==> src/rtl/byte_to_word64_packer.sv <==
// byte_to_word64_packer: gathers a serial byte stream into 64-bit words and
// presents them on a valid/ready output backed by a one-word buffer, so that
// byte accumulation can continue while the consumer stalls.
// Optional feature macro: PACK_FLUSH_EN adds a 'flush' input that closes a
// partial word early, filling the missing byte lanes with PAD_BYTE.
module byte_to_word64_packer #(
   parameter bit         MSB_FIRST = 1'b0,
   parameter logic [7:0] PAD_BYTE  = 8'h00
) (
   input  logic        clk,
   input  logic        rst,
`ifdef PACK_FLUSH_EN
   input  logic        flush,
`endif
   input  logic [7:0]  in_data,
   input  logic        in_valid,
   output logic        in_ready,
   output logic [63:0] out_data,
   output logic        out_valid,
   input  logic        out_ready,
   output logic [2:0]  byte_cnt
);

   typedef enum logic {
      BUF_EMPTY = 1'b0,
      BUF_FULL  = 1'b1
   } buf_state_t;

   buf_state_t  buf_state;
   buf_state_t  buf_state_nxt;
   logic [63:0] acc;
   logic [63:0] merged;
   logic [3:0]  fill_cnt;
   logic        flush_req;
   logic        byte_fire;
   logic        word_fire;
   logic        flush_fire;
   logic        word_done;

`ifdef PACK_FLUSH_EN
   assign flush_req = flush;
`else
   assign flush_req = 1'b0;
`endif

   // Byte lane (0 = bits [7:0]) that the k-th byte of a word occupies.
   function automatic logic [2:0] lane_of(input logic [2:0] k);
      return MSB_FIRST ? 3'(3'd7 - k) : k;
   endfunction

   // Replace every byte position at or beyond 'n' with the pad value.
   function automatic logic [63:0] pad_word(input logic [63:0] w, input logic [3:0] n);
      logic [63:0] r;
      r = w;
      for (int k = 0; k < 8; k++) begin
         if (k >= int'(n)) begin
            r[{lane_of(3'(k)), 3'b000} +: 8] = PAD_BYTE;
         end
      end
      return r;
   endfunction

   assign out_valid = (buf_state == BUF_FULL);

   // Handshake qualifiers; in_ready uses only registered state plus the
   // upstream flush request, never out_ready, so no timing path runs
   // from the consumer back to the producer.
   always_comb begin
      in_ready   = !(out_valid && ((byte_cnt == 3'd7) ||
                                   (flush_req && (byte_cnt != 3'd0))));
      byte_fire  = in_valid && in_ready;
      word_fire  = out_valid && out_ready;
      flush_fire = flush_req && (byte_cnt != 3'd0) && !out_valid;
      word_done  = (byte_fire && (byte_cnt == 3'd7)) || flush_fire;
      fill_cnt   = {1'b0, byte_cnt} + {3'b000, byte_fire};
   end

   // Word candidate: accumulator plus this cycle's byte, padded when short.
   always_comb begin
      merged = acc;
      if (byte_fire) begin
         merged[{lane_of(byte_cnt), 3'b000} +: 8] = in_data;
      end
      merged = pad_word(merged, fill_cnt);
   end

   // Output buffer next state; a completion always (re)loads the buffer,
   // including the case where the old word leaves on the same edge.
   always_comb begin
      buf_state_nxt = buf_state;
      case (buf_state)
         BUF_EMPTY: if (word_done) buf_state_nxt = BUF_FULL;
         BUF_FULL: begin
            if (word_done) begin
               buf_state_nxt = BUF_FULL;
            end else if (word_fire) begin
               buf_state_nxt = BUF_EMPTY;
            end
         end
         default: buf_state_nxt = BUF_EMPTY;
      endcase
   end

   // Output buffer state register.
   always_ff @(posedge clk or posedge rst) begin
      if (rst) begin
         buf_state <= BUF_EMPTY;
      end else begin
         buf_state <= buf_state_nxt;
      end
   end

   // Output word register: changes only when a new word is loaded.
   always_ff @(posedge clk or posedge rst) begin
      if (rst) begin
         out_data <= 64'h0;
      end else if (word_done) begin
         out_data <= merged;
      end
   end

   // Accumulator and byte counter; both clear when a word leaves them.
   always_ff @(posedge clk or posedge rst) begin
      if (rst) begin
         acc      <= 64'h0;
         byte_cnt <= 3'd0;
      end else if (word_done) begin
         acc      <= 64'h0;
         byte_cnt <= 3'd0;
      end else if (byte_fire) begin
         acc[{lane_of(byte_cnt), 3'b000} +: 8] <= in_data;
         byte_cnt <= byte_cnt + 3'd1;
      end
   end

endmodule

==> config.mk <==
export PLATFORM = sky130hd
export DESIGN_NAME = byte_to_word64_packer
export DESIGN_NICKNAME = d
export VERILOG_FILES = /design/src/rtl/byte_to_word64_packer.sv
export SDC_FILE = /design/constraint.sdc
export NUM_CORES = 1
export LEC_CHECK = 0
export ABC_AREA = 1
export ABC_CLOCK_PERIOD_IN_PS = 12100
export CAP_MARGIN = 25
export CORE_AREA = 8 8 107 118
export CTS_CLUSTER_SIZE = 20
export DETAILED_ROUTE_END_ITERATION = 12
export DIE_AREA = 0 0 115 126
export PLACE_DENSITY_LB_ADDON = 0.25
export SLEW_MARGIN = 20
export SYNTH_ARGS = -nofsm -noshare
export SYNTH_HDL_FRONTEND = slang
export SYNTH_SLANG_ARGS = --single-unit
export TNS_END_PERCENT = 5
==> constraint.sdc <==
create_clock -name clk -period 12.1 [get_ports clk]
set_input_delay 1.815 -clock clk [delete_from_list [all_inputs] [get_ports clk]]
set_output_delay 1.815 -clock clk [all_outputs]
set_load 0.005 [all_outputs]
==> results of run 1 <==
[worst max-delay path, delay by kind of cell (launching register included)]
family | cells | cell delay, ns
flops | 1 | 0.78
fa+ha+maj | 2 | 0.48
buf+inv | 1 | 0.46
simple gates | 1 | 0.12
[placed cells by master (no fill, tap or decap), drive strengths merged]
cell type      count
clkdlybuf4s50     80
nand2            303
buf                3
a21oi             11
o21ai              2
nand4              1
clkinv             7
nor2              75
clkbuf            22
nand3b             1
ha                 6
o22ai              1
bufinv             2
inv               87
clkinvlp           2
dfrtp            132
nand3            129
[worst min path at each step]
| stage | startpoint | endpoint | cells after the start |
|---|---|---|---|
| 2_1_floorplan | out_data[42] | out_data[42] | 2 |
| 3_3_place_gp | out_data[45] | out_data[45] | 2 |
| 3_5_place_dp | out_data[19] | out_data[19] | 2 |
| 4_1_cts | out_data[19] | out_data[19] | 2 |
| 5_1_grt | out_data[17] | out_data[17] | 2 |
| 6_report | out_data[24] | out_data[24] | 2 |
[power by group]
group / leakage (uW) / switching (uW) / internal [uW]
registers: 0.00164 / 98.1 / 647
logic: 0.00224 / 461 / 353
clock network: 0.000285 / 184 / 317
[logic make-up (layout without fill, tap and decap cells)]
logic type,Yosys count,in the layout,share of synthesized area
AND/OR/NAND/NOR,509,509,0.367
buffers and inverters,109,203,0.0754
adder cells (fa/ha/maj),6,6,0.0120
flip-flops,132,132,0.529
AO/OA/AOI/OAI,14,14,0.0168
[cell usage after synthesis (all sizes together)]
| library cell | n | area share |
|---|---|---|
| nor2 | 75 | 0.063 |
| a21oi | 11 | 0.014 |
| inv | 87 | 0.053 |
| o22ai | 1 | 0.0010 |
| nand3b | 1 | 0.0012 |
| dfrtp | 132 | 0.53 |
| nand4 | 1 | 0.0010 |
| ha | 6 | 0.012 |
| clkinv | 1 | 0.0026 |
| buf | 15 | 0.016 |
| nand3 | 129 | 0.11 |
| clkbuf | 6 | 0.0036 |
| o21ai | 2 | 0.0016 |
| nand2 | 303 | 0.20 |
[layer usage]
metal | track usage | share of wire
met5 | 0 | 0
met4 | 0.106 | 0.030
met3 | 0.0598 | 0.071
met2 | 0.375 | 0.48
met1 | 0.288 | 0.42
[sequential cells by signal, summed over array words and instances (netlist names)]
register and count:
acc 64, byte_cnt 3, out_data 64, out_valid 1
[metrics by stage]
| step | utilization | instances | area [sq um] |
|---|---|---|---|
| floorplan | - | 770 | 6240 |
| global placement | 0.665 | 979 | 7130 |
| detailed placement | 0.665 | 979 | 7130 |
| CTS | 0.720 | 1011 | 7710 |
| global route | 0.720 | 1011 | 7710 |
| finish | 0.720 | 1011 | 7710 |
[layout make-up]
type | instances | share of cell area
flip-flops and latches | 132 | 0.429
multi-input cells | 529 | 0.320
repair buffers | 83 | 0.107
clock buffers | 22 | 0.0615
inverters | 88 | 0.0451
well taps | 147 | 0.0239
clock inverters | 10 | 0.0136
==> reports/qor.yml, run 1 <==
critPathLaunch: "byte_cnt[0]"
drc: 0
track_usage: 0.233
endpoint: "in_ready"
syn_area_per_cell_sq_um: 8.11
postCtsHoldBufs: 0
die_area_sq_mm: 0.0145
rsz0062_at_grt: "false"
die_y_microns: 126
crit_arrival_ns: 2.26
drv_slew: 0
gr-total-overflow: 0
path_cells: "ha_1 -> ha_1 -> nand2_2 -> clkdlybuf4s50_1"
r2r_start: "byte_cnt[0]"
drt_wl_total_microns: 16000
critical_path.max_stage_delay_ns: 0.78
netlist_area_sq_mm: 0.00624
synthToLayoutAreaGrowth_pct: 23.5
num_rows: 40
grt_pass1_vias: 5384
clkSinkCount: 132
synth-seq-cells: 132
antenna_left: 0
cts_made_buffers: 17
hpwlAfterDp_microns: 10400
fin_nets: 869
place_ws_ns: 7.81
finalHoldViolations: 0
start_util: 0.583
die_x_microns: 115
routabilityCongestion: 0.881
p_per_area_mw_per_mm2: 267
r2r_cells: 14
avgRoutedWirePerCell_microns: 15.8
timing.hold.ws_ns: 0.475
setup_slack_ns: 8.02
skew_ns: 0.00657
crit_fanout: 11
root_buffer: "clkbuf_16"
n_antenna_cell: 0
path_clk_slew_ns: 0.06
via_per_inst: 5.31
cap_violations: 0
port_buffers: 80
postCtsResizedCells: 0
crit_top_cell: "ha_1"
fillers: 851
cts_tree: "yes"
multi_input_area_sq_mm: 0.00247
tightest_slew_ns: 0.931
worst-r2r-setup-slack_ns: 8.90
seqCellArea_sq_mm: 0.00330
worstReg2RegEnd: "out_data[10]"
ios: 81
p_leak_uw: 0.00417
synth_cell_types: 27
antenna_found_initial: 0
min_path_type: "reg -> reg"
yosysWarnings: 0
syn_nets: 788
slew_headroom: 0.379
status: "completed"
criticalPathCategory: "reg -> out"
fp.coreArea_sq_mm: 0.0107
netlist_instances: 770
clockBufferDepth: 2
grt_pass1_wl_microns: 26600
period_needed_ns: 4.08
setup_tns_ns: 0
max_freq_ghz: 0.245
htree_levels: 4
cts_setup_buffers: 0
yosysSeqAreaShare: 0.529
clock_latency_ns: 0.41
first_pass_iters: 5
ir_drop_uv: 129
fin_total_pwr_uw: 2060
required_ns: 10.28
endpoint_kind: "primary output"
grt_start_max_net_pins: 76
setup_viol: 0
cpMaxStageDelayCell: "dfrtp_1"
period_share: 0.337
start_kind: "flip-flop"
drt_iter0_markers: 452
drive_gt1_frac: 0.0914
vias: 5367
Power figures use the tool's default switching activity.
==> run 2: changes to the inputs <==
--- a/config.mk
+++ b/config.mk
@@ -6,12 +6,12 @@
 export NUM_CORES = 1
 export LEC_CHECK = 0
 export ABC_AREA = 1
-export ABC_CLOCK_PERIOD_IN_PS = 12100
+export ABC_CLOCK_PERIOD_IN_PS = 3450
 export CAP_MARGIN = 25
-export CORE_AREA = 8 8 107 118
+export CORE_AREA = 8 8 116 129
 export CTS_CLUSTER_SIZE = 20
 export DETAILED_ROUTE_END_ITERATION = 12
-export DIE_AREA = 0 0 115 126
+export DIE_AREA = 0 0 124 137
 export PLACE_DENSITY_LB_ADDON = 0.25
 export SLEW_MARGIN = 20
 export SYNTH_ARGS = -nofsm -noshare
==> constraint.sdc (replaced) <==
create_clock -name clk -period 3.45 [get_ports clk]
set_input_delay 0.5175 -clock clk [delete_from_list [all_inputs] [get_ports clk]]
set_output_delay 0.5175 -clock clk [all_outputs]
set_load 0.005 [all_outputs]
==> run 2 against run 1 <==
Net effect: non-clock buffer count is 8 higher; critical path type is now reg -> reg; largest power group unchanged; power rose to 3.5 times the previous value; combinational power grew to 3.5 times the previous value; cell count up 2.2%; largest cell class unchanged.
==> reports/qor.yml, run 2 (synthesis results as in run 1) <==
fp.coreArea_sq_mm: 0.0129  # +20%
period_needed_ns: 2.57
grt_use_met2: 0.334  # -0.0412
grt_pass1_vias: 5338  # -0.85%
num_rows: 44  # +10%
vias: 5336  # -0.58%
cts_setup_buffers: 0  # unchanged
p_per_area_mw_per_mm2: 920  # +240%
fin_total_pwr_uw: 7150  # +250%
fin_nets: 877  # +0.92%
endpoint_kind: "flip-flop"
place_inst: 1001  # +2.2%
cts_made_buffers: 17  # unchanged
reg_top3: "acc (64), out_data (64), byte_cnt (3)"
min_from: "out_data[45]"
use_met3: 0.0553  # -0.00445
htree_levels: 4  # unchanged
die_x_microns: 124  # +7.8%
avgRoutedWirePerCell_microns: 15.9  # +0.37%
n_antenna_cell: 0  # unchanged
cts_tree: "yes"
drt_wl_total_microns: 16400  # +2.6%
place_area_sq_mm: 0.00722  # +1.3%
hpwlAfterDp_microns: 11200  # +7.7%
setup_viol: 0  # unchanged
root_buffer: "clkbuf_16"
cap_violations: 0  # unchanged
ios: 81  # unchanged
die_y_microns: 137  # +8.7%
slew_headroom: 0.390  # +0.0107
r2r_cells: 14  # unchanged
layout_commonest_cell: "nand2_1"
path_clk_slew_ns: 0.06  # about the same
clkSinkCount: 132  # unchanged
drv_slew: 0  # unchanged
tightest_slew_ns: 0.913  # -0.0180 ns
worst-r2r-setup-slack_ns: 0.88  # -8.02 ns
status: "completed"
criticalPathCategory: "reg -> reg"
synthToLayoutAreaGrowth_pct: 24.5
postCtsHoldBufs: 0  # unchanged
max_freq_ghz: 0.389
p_leak_uw: 0.00419  # +0.50%
start_kind: "flip-flop"
setup_tns_ns: 0  # unchanged
drt_iter0_markers: 469  # +3.8%
worstReg2RegEnd: "out_data[31]"
gr-total-overflow: 0  # unchanged
drc: 0  # unchanged
crit_arrival_ns: 2.92  # +0.66 ns
rsz0062_at_grt: "false"
fin_area_sq_mm: 0.00777  # +0.86%
grt_use_met1: 0.252  # -0.0358
timing.hold.ws_ns: 0.476  # +0.00156 ns
r2r_start: "byte_cnt[1]"
clock_latency_ns: 0.42  # about the same
routabilityCongestion: 0.837  # -5.0%
skew_ns: 0.00794  # +0.00138 ns
start_util: 0.485  # -0.0983
antenna_left: 0  # unchanged
whs_path_depth: 2  # unchanged
drive_gt1_frac: 0.0998  # +0.00834
clockBufferDepth: 2  # unchanged
min_to: "out_data[45]"
period_share: 0.744
grt_start_max_net_pins: 68  # -11%
antenna_found_initial: 0  # unchanged
min_path_type: "reg -> reg"
grt_pass1_wl_microns: 26800  # +0.60%
layout.cells.non_filler: 1033  # +2.2%
grt_busiest_layer: "met2"
ir_drop_uv: 344  # +170%
die_area_sq_mm: 0.0170  # +17%
required_ns: 3.80  # -6.48 ns
finalHoldViolations: 0  # unchanged
port_buffers: 80  # unchanged
first_pass_iters: 5  # unchanged
track_usage: 0.204  # -0.0294
via_per_inst: 5.17  # -2.7%
postCtsResizedCells: 0  # unchanged
crit_fanout: 8  # -3
mostFrequentLayoutCells: "nand2_1, dfrtp_1, nand3_1, inv_1, clkdlybuf4s50_1"
==> run 2: area by class of cell <==
| type | instances | area [sq um] |
|---|---|---|
| multi-input combinational | 529 | 2470 |
| clock buffer | 20 | 447 |
| clock inverter | 12 | 108 |
| sequential | 132 | 3300 |
| fill | 1166 | 5110 |
| tap | 161 | 201 |
| inverter | 88 | 349 |
| timing repair buffer | 91 | 896 |
==> run 2: critical path, cell delays in order, from the launching register on <==
cell and delay (ns):
dfrtp_1 0.53, ha_1 0.22, ha_1 0.22, nand2_2 0.12
nand2_4 0.13, inv_2 0.05, ha_1 0.19, ha_1 0.20
inv_1 0.06, nand2_1 0.07, nand3_2 0.11, nand2_4 0.10
inv_1 0.27, nand3_1 0.14, nand2_1 0.08
==> run 2: worst max-delay path by stage <==
stage | start | cells past startpoint | endpoint | slack (ns)
finish | byte_cnt[1] | 14 | out_data[31] | 0.88
global route | byte_cnt[1] | 13 | out_data[3] | 0.73
CTS | byte_cnt[1] | 4 | in_ready | 0.88
detailed placement | in_valid | 11 | out_data[0] | 0.90
global placement | in_valid | 11 | out_data[0] | 0.98
floorplan | byte_cnt[1] | 15 | out_data[24] | 1.07
==> run 2: metal layers <==
metal | part of all wire | wire [microns]
met1 | 0.42 | 6960
met4 | 0.022 | 367
met3 | 0.070 | 1150
met2 | 0.48 | 7910
met5 | 0 | 0
==> run 2: power breakdown <==
group / internal [uW] / switching [uW] / total, uW
clock: 1010 / 670 / 1680
sequential: 2270 / 329 / 2600
combinational: 1250 / 1620 / 2870
==> run 2: through the flow <==
| step | util | setup slack, ns |
|---|---|---|
| 2_1_floorplan | - | 1.07 |
| 3_3_place_gp | 0.560 | 0.975 |
| 3_5_place_dp | 0.560 | 0.904 |
| 4_1_cts | 0.603 | 0.879 |
| 5_1_grt | 0.603 | 0.727 |
| 6_report | 0.603 | 0.882 |
